<file path="config.mk">
export PLATFORM = sky130hd
export DESIGN_NAME = decode_stage
export DESIGN_NICKNAME = d
export VERILOG_FILES = /design/src/rtl/y86_pkg.sv /design/src/rtl/decode_stage_reg_file.sv /design/src/rtl/decode_stage.sv
export SDC_FILE = /design/constraint.sdc
export NUM_CORES = 2
export LEC_CHECK = 0
export BUFFER_PORTS_ARGS = -buffer_cell sky130_fd_sc_hd__buf_4
export CAP_MARGIN = 20
export CORE_ASPECT_RATIO = 1.75
export CORE_MARGIN = 2
export CORE_UTILIZATION = 55
export CTS_CLUSTER_SIZE = 28
export DETAILED_ROUTE_END_ITERATION = 10
export GPL_TIMING_DRIVEN = 0
export MAX_ROUTING_LAYER = met4
export PLACE_DENSITY = 0.85
export SETUP_SLACK_MARGIN = 0.2
export SYNTH_ARGS = -nofsm -noshare
export SYNTH_HDL_FRONTEND = slang
export SYNTH_HIERARCHICAL = 1
export SYNTH_SLANG_ARGS = --single-unit
</file>
<file path="constraint.sdc">
create_clock -name clk -period 4.4 [get_ports clk]
set_input_delay 0.22 -clock clk [delete_from_list [all_inputs] [get_ports clk]]
set_output_delay 0.22 -clock clk [all_outputs]
set_load 0.01 [all_outputs]
</file>
<file path="src/rtl/y86_pkg.sv">
// y86_pkg: shared Y86-64 icodes, register IDs, status codes and the D-register layout
package y86_pkg;
  localparam logic [3:0] I_HALT   = 4'h0;
  localparam logic [3:0] I_NOP    = 4'h1;
  localparam logic [3:0] I_RRMOVQ = 4'h2;
  localparam logic [3:0] I_IRMOVQ = 4'h3;
  localparam logic [3:0] I_RMMOVQ = 4'h4;
  localparam logic [3:0] I_MRMOVQ = 4'h5;
  localparam logic [3:0] I_OPQ    = 4'h6;
  localparam logic [3:0] I_JXX    = 4'h7;
  localparam logic [3:0] I_CALL   = 4'h8;
  localparam logic [3:0] I_RET    = 4'h9;
  localparam logic [3:0] I_PUSHQ  = 4'hA;
  localparam logic [3:0] I_POPQ   = 4'hB;
  localparam logic [3:0] RNONE = 4'hF;
  localparam logic [3:0] RRSP  = 4'h4;
  localparam logic [2:0] S_AOK = 3'd1;
  localparam logic [2:0] S_HLT = 3'd2;
  localparam logic [2:0] S_ADR = 3'd3;
  localparam logic [2:0] S_INS = 3'd4;
  typedef struct packed {
    logic [2:0]  stat;
    logic [3:0]  icode;
    logic [3:0]  ifun;
    logic [3:0]  ra;
    logic [3:0]  rb;
    logic [63:0] valc;
    logic [63:0] valp;
  } d_reg_t;
  localparam d_reg_t D_NOP = '{stat: S_AOK, icode: I_NOP, ifun: 4'h0, ra: RNONE, rb: RNONE, valc: 64'd0, valp: 64'd0};
endpackage

</file>
<file path="src/rtl/decode_stage_reg_file.sv">
// reg_file: 15x64 register file, two async read ports, two sync write ports (M port wins on collision)
module reg_file
  import y86_pkg::*;
#(
  parameter logic [63:0] RSP_INIT = 64'd0
) (
  input  logic        clk,
  input  logic        rst,
  input  logic [3:0]  src_a,
  input  logic [3:0]  src_b,
  output logic [63:0] val_a,
  output logic [63:0] val_b,
  input  logic [3:0]  dst_e,
  input  logic [63:0] val_e,
  input  logic [3:0]  dst_m,
  input  logic [63:0] val_m
);
  logic [63:0] regs [15];
  always_ff @(posedge clk) begin
    if (rst) begin
      for (int i = 0; i < 15; i++) regs[i] <= (4'(i) == RRSP) ? RSP_INIT : 64'd0;
    end else begin
      if (dst_e != RNONE) regs[dst_e] <= val_e;
      if (dst_m != RNONE) regs[dst_m] <= val_m;
    end
  end
  assign val_a = (src_a == RNONE) ? 64'd0 : regs[src_a];
  assign val_b = (src_b == RNONE) ? 64'd0 : regs[src_b];
endmodule

</file>
<file path="src/rtl/decode_stage.sv">
// decode_stage: Y86-64 D pipeline register, register file and operand forwarding
module decode_stage
  import y86_pkg::*;
#(
  parameter logic [63:0] RSP_INIT = 64'd0
) (
  input  logic        clk,
  input  logic        rst,
  input  logic [2:0]  f_stat,
  input  logic [3:0]  f_icode,
  input  logic [3:0]  f_ifun,
  input  logic [3:0]  f_rA,
  input  logic [3:0]  f_rB,
  input  logic [63:0] f_valC,
  input  logic [63:0] f_valP,
  input  logic        D_stall,
  input  logic        D_bubble,
  input  logic [3:0]  e_dstE,
  input  logic [63:0] e_valE,
  input  logic [3:0]  M_dstE,
  input  logic [63:0] M_valE,
  input  logic [3:0]  M_dstM,
  input  logic [63:0] m_valM,
  input  logic [3:0]  W_dstE,
  input  logic [63:0] W_valE,
  input  logic [3:0]  W_dstM,
  input  logic [63:0] W_valM,
  output logic [2:0]  D_stat,
  output logic [3:0]  D_icode,
  output logic [3:0]  D_ifun,
  output logic [63:0] D_valC,
  output logic [3:0]  d_srcA,
  output logic [3:0]  d_srcB,
  output logic [3:0]  d_dstE,
  output logic [3:0]  d_dstM,
  output logic [63:0] d_valA,
  output logic [63:0] d_valB
);
  d_reg_t d_q;
  logic [63:0] rf_a, rf_b;
  always_ff @(posedge clk) begin
    if (rst || D_bubble) d_q <= D_NOP;
    else if (!D_stall) d_q <= '{stat: f_stat, icode: f_icode, ifun: f_ifun, ra: f_rA, rb: f_rB, valc: f_valC, valp: f_valP};
  end
  assign D_stat  = d_q.stat;
  assign D_icode = d_q.icode;
  assign D_ifun  = d_q.ifun;
  assign D_valC  = d_q.valc;
  always_comb begin
    d_srcA = (d_q.icode inside {I_RRMOVQ, I_RMMOVQ, I_OPQ, I_PUSHQ}) ? d_q.ra :
             (d_q.icode inside {I_RET, I_POPQ}) ? RRSP : RNONE;
    d_srcB = (d_q.icode inside {I_RMMOVQ, I_MRMOVQ, I_OPQ}) ? d_q.rb :
             (d_q.icode inside {I_CALL, I_RET, I_PUSHQ, I_POPQ}) ? RRSP : RNONE;
    d_dstE = (d_q.icode inside {I_RRMOVQ, I_IRMOVQ, I_OPQ}) ? d_q.rb :
             (d_q.icode inside {I_CALL, I_RET, I_PUSHQ, I_POPQ}) ? RRSP : RNONE;
    d_dstM = (d_q.icode inside {I_MRMOVQ, I_POPQ}) ? d_q.ra : RNONE;
  end
  // Youngest producer wins; jXX/call carry valP down the pipe in the valA slot
  always_comb begin
    d_valA = (d_q.icode inside {I_JXX, I_CALL}) ? d_q.valp :
             (d_srcA == RNONE)  ? 64'd0  :
             (d_srcA == e_dstE) ? e_valE :
             (d_srcA == M_dstM) ? m_valM :
             (d_srcA == M_dstE) ? M_valE :
             (d_srcA == W_dstM) ? W_valM :
             (d_srcA == W_dstE) ? W_valE : rf_a;
    d_valB = (d_srcB == RNONE)  ? 64'd0  :
             (d_srcB == e_dstE) ? e_valE :
             (d_srcB == M_dstM) ? m_valM :
             (d_srcB == M_dstE) ? M_valE :
             (d_srcB == W_dstM) ? W_valM :
             (d_srcB == W_dstE) ? W_valE : rf_b;
  end
  reg_file #(.RSP_INIT(RSP_INIT)) u_rf (
    .clk   (clk),
    .rst   (rst),
    .src_a (d_srcA),
    .src_b (d_srcB),
    .val_a (rf_a),
    .val_b (rf_b),
    .dst_e (W_dstE),
    .val_e (W_valE),
    .dst_m (W_dstM),
    .val_m (W_valM)
  );
endmodule

</file>
==> results of run 1 <==
==> cell families after synthesis <==
logic type / synth area share [%]
and+or+nand+nor: 8.21
AOI/OAI and AO/OA: 24.2
DFF: 44.8
buffers and inverters: 6.85
xor gates and xnor gates: 0.111
muxes: 15.8
==> per-stage QoR <==
step                worst slack (ps)  instances  instance area (µm²)
global placement               -2450       8603                78300
CTS                             -231       9327                92300
floorplan                        914       6223                70900
detailed placement             -1840       8658                79500
==> layer usage <==
| layer | GRT usage (%) | overflow |
|---|---|---|
| met4 | 66.7 | 0 |
| met2 | 88.2 | 0 |
| met3 | 48.5 | 1 |
| met5 | - | - |
| met1 | 63.7 | 0 |
==> repair_timing <==
item,4_1_cts
setup buffers,105
gates cloned,16
gates resized for setup,1191
endpoints found under the hold margin,467
hold buffers,349
endpoints found under the setup margin,128
pin swaps,299
==> metrics.txt, run 1 <==
top post-synthesis cells by area=edfxtp_1 (41%), a22o_1 (12%), mux4_2 (8.2%); clock buffer depth=3; share of async-settable or async-resettable flops after synthesis=0%; total congestion overflow=1; Num CTS Buffers=106; Sink Count=1107; largest net degree at the start of global routing=45; HPWL Detailed=295000 µm; EDFF count, synth=960; # port buffers=708; commonest cells in the netlist=a22o_1 (960), edfxtp_1 (960), clkbuf_1 (534), mux2i_1 (469), mux4_2 (257); GP Congestion=1.14; Ports=710; Initial Utilization=55.3%; Primary FF master, synth=edfxtp_1; Mapped Area=0.0709 mm²; Seq/Total Area, Yosys=44.8%; Die H=479 µm; Yosys top cell area share=40.7%; Yosys warning total=6; num rows=174; Netlist cell types=81; Syn Nets=6714; Synth Register Bits=1107; syn_area_per_cell=11.4 µm²; H-tree depth=3; die width=275 µm; status=aborted with a tool error; Err=[ERROR GRT-0232] Routing congestion too high. Check the congestion heatmap in the GUI.; Syn Inst Count=6223; Synth area leader=edfxtp_1; stage reached=5_1_grt; Total GRT Usage=68.2%; root buf cell=clkbuf_16
==> run 2, diff against run 1 <==
Settings changed: CORE_ASPECT_RATIO 1.75 to not set, CORE_UTILIZATION 55 to 40, CTS_CLUSTER_SIZE 28 to not set, MAX_ROUTING_LAYER met4 to not set, PLACE_DENSITY 0.85 to not set, PLACE_DENSITY_LB_ADDON set to 0.15, SETUP_SLACK_MARGIN 0.2 to not set.
==> metrics.txt, run 2 <==
Yosys warning total=6 (unchanged); # DRC=0; root buf cell=clkbuf_16 (unchanged); pre-CTS setup slack=-1950 ps (was -1840 ps); commonest cells after routing, fill and taps aside=a22o_1 (960), edfxtp_1 (960), buf_4 (949), mux2i_1 (408), clkbuf_1 (367); Multi-input gate area=0.0385 mm²; Num CTS Buffers=139 (was 106); max FFs per register=960; Worst-Skew Late Latency=800 ps; CTS tree=done; clock buffer depth=3 (unchanged); worst setup margin=-367 ps; GP Congestion=1.06 (was 1.14); Pwr Density=313 mW/mm²; fin crit share=108%; main combinational cell family by area after synthesis=compound AO/OA/AOI/OAI gates (unchanged); R2R depth=5; vias in the first global route=68354; Mapped Area=0.0709 mm² (unchanged); post-synthesis mux area share=15.8% (unchanged); RSZ-0062 raised after global routing=true; Fmax achieved=210 MHz; Syn Nets=6714 (unchanged); top post-synthesis cells by area=edfxtp_1 (41%), a22o_1 (12%), mux4_2 (8.2%) (unchanged); layout cell share with drive strength beyond 1=34.2%; largest net degree at the start of global routing=49; Synth area leader=edfxtp_1 (unchanged); CP endpoint kind=output pin; Top reg by flops=u_rf/regs; Syn Inst Count=6223 (unchanged); utilization after layout=55.2%; crit-path max cell delay=500 ps; global-route wire length before repair=574000 µm; vias=73152; core area=0.176 mm²; HPWL Detailed=315000 µm (was 295000 µm); Netlist cell types=81 (unchanged); Clock Skew=0 ps; Total GRT Usage=46.2%; Layout area overhead=37.0%; H-tree depth=4 (was 3); total congestion overflow=0; Via density=7.17; Synth Register Bits=1107 (unchanged); GR Layer Usage met2=66.8%; Synth Area in Compound Gates=24.2% (unchanged); Die H=425 µm (was 479 µm); EDFF count, synth=960 (unchanged); Initial Utilization=40.3% (was 55.3%); Ports=710 (unchanged); Yosys top cell area share=40.7% (unchanged); Sink Count=1107 (unchanged); Buffers & Inverters on Critical Path=7; DR pass1 iterations=7; met3 usage=15.9%; slowest CP cell=mux4_2; xor and xnor area share after synthesis=0.111% (unchanged); register area=0.0318 mm²; Seq/Total Area, Yosys=44.8% (unchanged); Worst-Margin Slew=1460 ps; critical path's top delay family=compound AO/OA/AOI/OAI gates; die area=0.181 mm²; Final Power=30500 µW; DRT Wirelength=435000 µm; nets=8190; final-report setup violation count=118; status=complete, but fails checks (was aborted with a tool error); Worst slew margin=2.06%; initial antenna violation count=46; WP data arrival=4550 ps; Reg clk slew, reported paths=60 ps; commonest cells in the netlist=a22o_1 (960), edfxtp_1 (960), clkbuf_1 (534), mux2i_1 (469), mux4_2 (257) (unchanged); Fillers=15289; share of async-settable or async-resettable flops after synthesis=0% (unchanged); Primary FF master, synth=edfxtp_1 (unchanged); area post-placement=0.0806 mm² (was 0.0795 mm²); drt wl/cell=42.7 µm; syn_area_per_cell=11.4 µm² (unchanged); gr busiest metal=met2; Post-DRT Antenna Nets=0; minimum clock period=4770 ps; Final Cell Area=0.0972 mm²; worst hold path depth=4; CP Launch Type=flip-flop; largest fanout on the critical path=8; DRT iter0 DRCs=12197; Post-Synth Adder-Cell Area=0% (unchanged); crit path kind=reg2out; num rows=154 (was 174); Fin. Hold Viols=0; leakage=0.0388 µW; critical path depth=16; WP data required=4180 ps; # port buffers=708 (unchanged); failing checks=setup timing; maximum vdd ir drop=304 µV; Max Cap Violations=0; Critical Path, Cell by Cell=buf_6 > o21bai_4 > nor3_4 > buf_6 > nor2_4 > buf_12 > buf_12 > buf_16 > buf_4 > mux4_2 > a22oi_2 > o21ai_2 > a21boi_4 > o311ai_4 > o211ai_1 > buf_4; max-slew violations=0; Synth Area in Simple Gates=8.21% (unchanged); met1 usage=56.4%; Hold/Removal Path Class=in2reg; die width=425 µm (was 275 µm)
[run 2: cell counts after synthesis]
Identical to the previous run, type by type.
[run 2: logic make-up (layout without fill, tap and decap cells)]
group	count (synthesis)	count (layout)
AOI/OAI and AO/OA	2064	2064
xor gates and xnor gates	9	9
buffers and inverters	1106	2696
DFF	1107	1107
muxes	789	789
other	0	43
and+or+nand+nor	1148	1149
[run 2: metrics by stage]
step	setup TNS, ps	std cells	hold WS, ps
3_3_place_gp	-1489790	9271	432
2_1_floorplan	0	6223	345
4_1_cts	-11350	10027	153
6_report	-19010	10197	174
3_5_place_dp	-178010	9340	437
5_1_grt	-19610	10165	205
[run 2: timing repair]
item | CTS | global route
hold endpoints to repair | 467 | 0
endpoints found under the setup margin | 128 | 128
pin swaps | 189 | 291
hold buffers | 349 | 0
setup buffers | 79 | 129
gates cloned | 13 | 9
gates resized for setup | 1218 | 512
[run 2: tightest hold or removal path, stage by stage]
cell and delay, ps:
dlygate4sd3_1 530, buf_4 100, mux2i_1 50, nor2_1 70
[run 2: worst paths after layout]
| kind | to | slack [ps] | start |
|---|---|---|---|
| max | d_valA[50] | -370 | D_icode[2]$_SDFFE_PP0N_ |
| min | d_q[29]$_SDFFE_PP0N_ | 170 | f_valP[29] |
| max reg2reg | D_icode[3]$_SDFFE_PP0N_ | 2750 | D_icode[3]$_SDFFE_PP0N_ |
| min reg2reg | D_valC[26]$_SDFFE_PP0N_ | 500 | D_valC[26]$_SDFFE_PP0N_ |
[run 2: power breakdown]
| group | internal, µW | switching, µW |
|---|---|---|
| Combinational | 2450 | 3860 |
| Clock | 6440 | 5040 |
| Sequential | 12200 | 455 |
[run 2: final cells by class]
class / instances / share of cell area, %
multi-input combinational: 4011 / 39.6
sequential: 1107 / 32.7
timing repair buffer: 1353 / 13.1
buffer: 886 / 6.14
clock buffer: 179 / 3.83
tap: 2340 / 3.01
inverter: 201 / 0.792
clock inverter: 77 / 0.698
antenna: 43 / 0.111
[run 2: per-layer routing]
metal  vias to the layer above  routed length, µm
li1                      28211                  -
met2                      6545             182000
met5                         -                349
met1                     36576             152000
met4                        22              43300
met3                      1798              57800
(Power assumes the default switching activity.)
